### src/rtl/stopwatch_pkg.sv
// Shared constants and types for the stopwatch display path.
package stopwatch_pkg;

    localparam int NUM_DIGITS = 6;
    localparam int SEG_W      = 7;

    localparam logic [SEG_W-1:0] SEG_BLANK = 7'b000_0000;

    typedef enum logic [1:0] {
        S_IDLE,
        S_BLANK,
        S_SHOW
    } scan_state_t;

endpackage

### src/rtl/seg_scan.sv
// Time-division driver for a six-digit 7-segment display with optional
// inter-digit blanking; all six patterns are snapshotted at each frame start.
module seg_scan
    import stopwatch_pkg::*;
#(
    parameter int DWELL          = 50000,
    parameter int BLANK          = 500,
    parameter bit SEG_ACTIVE_LOW = 1'b1,
    parameter bit DIG_ACTIVE_LOW = 1'b1
) (
    input  logic                  clk,
    input  logic                  rst,
    input  logic                  en,
    input  logic [SEG_W-1:0]      d1,
    input  logic [SEG_W-1:0]      d2,
    input  logic [SEG_W-1:0]      d3,
    input  logic [SEG_W-1:0]      d4,
    input  logic [SEG_W-1:0]      d5,
    input  logic [SEG_W-1:0]      d6,
    output logic [SEG_W-1:0]      seg,
    output logic [NUM_DIGITS-1:0] dig,
    output logic                  frame_start,
    output scan_state_t           scan_state
);

    localparam int CNT_MAX = (DWELL > BLANK) ? ((DWELL > 2) ? DWELL : 2)
                                             : ((BLANK > 2) ? BLANK : 2);
    localparam int CW      = $clog2(CNT_MAX);

    localparam logic [CW-1:0] DWELL_LAST = CW'(DWELL - 1);
    localparam logic [CW-1:0] BLANK_LAST = CW'((BLANK > 0) ? BLANK - 1 : 0);
    localparam logic [2:0]    LAST_IDX   = 3'(NUM_DIGITS - 1);

    // With no blanking gap every digit change goes straight to SHOW.
    localparam scan_state_t ENTRY = (BLANK > 0) ? S_BLANK : S_SHOW;

    localparam logic [SEG_W-1:0]      SEG_POL = {SEG_W{SEG_ACTIVE_LOW}};
    localparam logic [NUM_DIGITS-1:0] DIG_POL = {NUM_DIGITS{DIG_ACTIVE_LOW}};

    scan_state_t           state_q, state_n;
    logic [2:0]            idx, idx_n;
    logic [CW-1:0]         cnt, cnt_n;
    logic [SEG_W-1:0]      snap [NUM_DIGITS];
    logic [SEG_W-1:0]      d_in [NUM_DIGITS];
    logic                  load;
    logic [SEG_W-1:0]      shown;
    logic [SEG_W-1:0]      seg_n;
    logic [NUM_DIGITS-1:0] dig_n;

    assign scan_state = state_q;

    always_comb begin
        d_in[0] = d1;
        d_in[1] = d2;
        d_in[2] = d3;
        d_in[3] = d4;
        d_in[4] = d5;
        d_in[5] = d6;
    end

    always_comb begin
        state_n = state_q;
        idx_n   = idx;
        cnt_n   = cnt + 1'b1;
        load    = 1'b0;
        if (!en) begin
            state_n = S_IDLE;
            idx_n   = '0;
            cnt_n   = '0;
        end else begin
            unique case (state_q)
                S_IDLE: begin
                    load    = 1'b1;
                    idx_n   = '0;
                    cnt_n   = '0;
                    state_n = ENTRY;
                end
                S_BLANK: begin
                    if (cnt == BLANK_LAST) begin
                        cnt_n   = '0;
                        state_n = S_SHOW;
                    end
                end
                S_SHOW: begin
                    if (cnt == DWELL_LAST) begin
                        cnt_n   = '0;
                        state_n = ENTRY;
                        if (idx == LAST_IDX) begin
                            idx_n = '0;
                            load  = 1'b1;
                        end else begin
                            idx_n = idx + 3'd1;
                        end
                    end
                end
                default: state_n = S_IDLE;
            endcase
        end

        // On a snapshot edge the digit shown next comes from the live inputs.
        shown = load ? d_in[idx_n] : snap[idx_n];
        seg_n = SEG_BLANK;
        dig_n = '0;
        if (state_n == S_SHOW) begin
            seg_n = shown;
            dig_n = NUM_DIGITS'(1) << idx_n;
        end
    end

    always_ff @(posedge clk or posedge rst) begin
        if (rst) begin
            state_q     <= S_IDLE;
            idx         <= '0;
            cnt         <= '0;
            frame_start <= 1'b0;
            seg         <= SEG_BLANK ^ SEG_POL;
            dig         <= DIG_POL;
            for (int i = 0; i < NUM_DIGITS; i++) snap[i] <= SEG_BLANK;
        end else begin
            state_q     <= state_n;
            idx         <= idx_n;
            cnt         <= cnt_n;
            frame_start <= load;
            seg         <= seg_n ^ SEG_POL;
            dig         <= dig_n ^ DIG_POL;
            if (load) begin
                for (int i = 0; i < NUM_DIGITS; i++) snap[i] <= d_in[i];
            end
        end
    end

endmodule

### config.mk
export PLATFORM = sky130hd
export DESIGN_NAME = seg_scan
export DESIGN_NICKNAME = d
export VERILOG_FILES = /design/src/rtl/stopwatch_pkg.sv /design/src/rtl/seg_scan.sv
export SDC_FILE = /design/constraint.sdc
export NUM_CORES = 1
export LEC_CHECK = 0
export ABC_AREA = 0
export CORE_ASPECT_RATIO = 0.9
export CORE_UTILIZATION = 35
export CTS_BUF_LIST = sky130_fd_sc_hd__clkbuf_8
export DETAILED_ROUTE_END_ITERATION = 7
export PLACE_DENSITY = 0.62
export SYNTH_ARGS = -nofsm -noshare
export SYNTH_HDL_FRONTEND = slang
export SYNTH_SLANG_ARGS = --single-unit
### constraint.sdc
create_clock -name clk -period 2.8 [get_ports clk]
set_input_delay 0.56 -clock clk [delete_from_list [all_inputs] [get_ports clk]]
set_output_delay 0.56 -clock clk [all_outputs]
set_load 0.01 [all_outputs]
==> flow_summary_export.csv <==
group,metric,value,unit
setup_path,critPathKind,"reg -> reg",
logic_synthesis,ys_ff_latch,77,
global_routing,grt_start_max_net_pins,58,
global_routing,grt_pass1_vias,2447,
die,die-area,10300,µm²
power_and_ir_drop,seqPwrFrac,53.4,%
finish,diodes,0,
setup_path,cp.arrival,2.94,ns
place,dp_slack,0.141,ns
die,die_h,96.2,µm
clocking,cts_root_buf,"clkbuf_8",
logic_synthesis,syn-num-nets,343,
sta,rsz0062_at_grt,"no",
place,io_buffer_count,60,
power_and_ir_drop,p_switching,0.000586,W
die,design.portCount,61,
logic_synthesis,synth_warnings,0,
logic_synthesis,synth-seq-area-share,56.3,%
clocking,clk_pin_slew_worst_paths,0.09,ns
sta,clock-skew-final,0.0105,ns
sta,hold_viol,0,
power_and_ir_drop,p_total,0.00235,W
drt,via_per_inst,4.94,
place,gp_congestion,0.790,
drt,vias,2445,
sta,fmax,0.375,GHz
sta,period_share,95.2,%
min_path,hold_path.class,"reg -> reg",
sta,slew_violations,0,
die,chipWidth,107,µm
sta,layout_setup_ws,0.134,ns
finish,drive_above_1_share,24.4,%
place,placed_area,4250,µm²
logic_synthesis,syn_area,3450,µm²
die,core_area,9330,µm²
finish,final_nets,414,
clocking,clock_sinks,77,
power_and_ir_drop,power_frac_comb,9.5,%
logic_synthesis,ys_async_sr_fraction,100,%
power_and_ir_drop,powerDensity,524,nW/µm²
logic_synthesis,synthCells,297,
drt,drt_pass1_iterations,5,
logic_synthesis,synth_edf_count,0,
clocking,h-tree-depth,3,
global_routing,overflow,0,
power_and_ir_drop,leakagePower,1.81,nW
clocking,clk_path_buf_depth,2,
global_routing,grt_pass1_wl,12.4,mm
drt,wl,7.68,mm
drt,ant_nets,0,
power_and_ir_drop,clockPowerShare,37.1,%
sta,setup_violations,0,
clocking,numCtsBuffers,9,
logic_synthesis,netlist-cell-type-count,48,
die,num_rows,33,
setup_path,worst-path-max-fanout,7,
finish,final_cell_area,4480,µm²
setup_path,cp.required,3.08,ns
drt,drtIter0Drc,132,
global_routing,antenna_found_initial,0,
power_and_ir_drop,p_int,0.00176,W
logic_synthesis,synth_ff_type,"dfrtp_1",
power_and_ir_drop,swShare,25.0,%
clocking,ctsHoldBuffers,0,
sta,tns,0,ns
run_status,status,"completed",
sta,tightest_slew,0.509,ns
drt,wire_per_inst,15.5,µm
die,start_util,37.0,%
global_routing,grt_usage,15.9,%
logic_synthesis,syn-mean-instance-area,11.6,µm²
clocking,clock_latency,0.36,ns
drt,drc,0,
job,drv_cap,0,
setup_path,critical_path.startpoint_type,"flip-flop",
power_and_ir_drop,vdd_drop_max,0.211,mV
finish,area_growth,29.9,%
setup_path,end_kind,"flip-flop",
sta,slew_headroom,65.7,%
place,hpwl,5.31,mm
clocking,cts_tree,"built",
sta,period_minus_slack,2.67,ns
[logic make-up after synthesis]
family                   synth area share (%)
AO/OA/AOI/OAI                            8.60
XOR/XNOR                                 3.56
adder cells (fa/ha/maj)                 0.363
buffers and inverters                    3.77
flip-flops                               56.3
multiplexers                             11.7
AND/OR/NAND/NOR                          15.6
[synthesized netlist by cell type (2+ instances only)]
cell type  instances  area, µm²
a21boi_0           2       15.0
a21oi_1           11       55.1
a222oi_1           6       60.1
a31oi_1            7       43.8
and2_1             3       18.8
and3_1             3       18.8
buf_2              8       40.0
buf_6              2       22.5
clkbuf_1           3       11.3
dfrtp_1           64       1600
dfstp_2           13        342
inv_1             13       48.8
mux2_1             3       33.8
mux2_2            32        360
nand2_1           31        116
nand2b_1           3       18.8
nand3_1            5       25.0
nand3b_1           2       15.0
nand4_1            4       25.0
nor2_1            22       82.6
nor3_1             6       30.0
nor3_2             3       30.0
o211ai_1           2       15.0
o21a_1             2       15.0
o21ai_0            8       40.0
or2_2              2       12.5
or3_1              3       18.8
or4_4              2       22.5
xnor2_1            6       52.6
xor2_1             8       70.1
[sequential cells by signal (all words and copies together) (netlist names)]
register,cells
cnt,16
frame_start,1
dig,6
idx,3
scan_state,2
seg,7
snap,42
[area by class of cell]
class / instances / area [µm²]
Fill cell: 889 / 4850
Multi-Input combinational cell: 194 / 1410
Clock buffer: 9 / 124
Tap cell: 122 / 153
Timing Repair Buffer: 73 / 723
Sequential cell: 77 / 1940
Clock inverter: 7 / 80.1
Inverter: 13 / 48.8
[routing by layer]
layer  global-route usage [%]  part of all wire (%)
met3                     3.99                   4.5
met5                        0                     0
met4                     6.96                   1.5
met2                     23.1                    45
met1                     22.4                    49
[power by group through the flow]
stage	Clock (W)	Combinational [W]	Sequential [W]
2_1_floorplan	0	0.000129	0.00125
3_3_place_gp	0	0.000221	0.00127
3_5_place_dp	0	0.000226	0.00127
4_1_cts	0.000893	0.000227	0.00125
5_1_grt	0.000938	0.000246	0.00126
6_report	0.000872	0.000222	0.00125
[critical path, cell delays in order, from the launching register on]
cell,delay (ns)
dfrtp_1,0.43
or4_4,0.57
or4_4,0.59
nor4b_1,0.26
o211ai_1,0.19
buf_4,0.22
a21oi_1,0.20
a222oi_1,0.12
[worst paths after layout]
kind / end / cells after the start / startpoint / slack (ns)
min in group asynchronous: snap[34] / 2 / rst / 0.52
hold reg to reg: seg[5] / 1 / snap[5] / 0.43
setup / recovery: seg[6] / 7 / cnt[10] / 0.13
hold / removal: seg[5] / 1 / snap[5] / 0.43
max in group asynchronous: dig[3] / 3 / rst / 1.57
setup reg to reg: seg[6] / 7 / cnt[10] / 0.13
[per-stage QoR]
| step | hold WS [ns] | utilization [%] | instances |
|---|---|---|---|
| after floorplan | 0.391 | - | 297 |
| after global placement | 0.407 | 45.5 | 477 |
| after detailed placement | 0.419 | 45.5 | 477 |
| after CTS | 0.439 | 47.7 | 493 |
| after global routing | 0.452 | 48.0 | 495 |
| final | 0.433 | 48.0 | 495 |
[cell usage in the layout, fill, tap and decap left out, drive strengths merged, types with 10 or more instances in the layout]
| cell type | count |
|---|---|
| nor2 | 22 |
| buf | 13 |
| inv | 16 |
| dfstp | 13 |
| o21ai | 10 |
| a21oi | 11 |
| clkdlybuf4s50 | 60 |
| dfrtp | 64 |
| nand2 | 31 |
| mux2 | 35 |
[repair_timing]
action / 4_1_cts / 5_1_grt
resized for setup: 0 / 2
setup buffers: 0 / 1
setup endpoints to repair: 0 / 2
(Power assumes the default switching activity.)
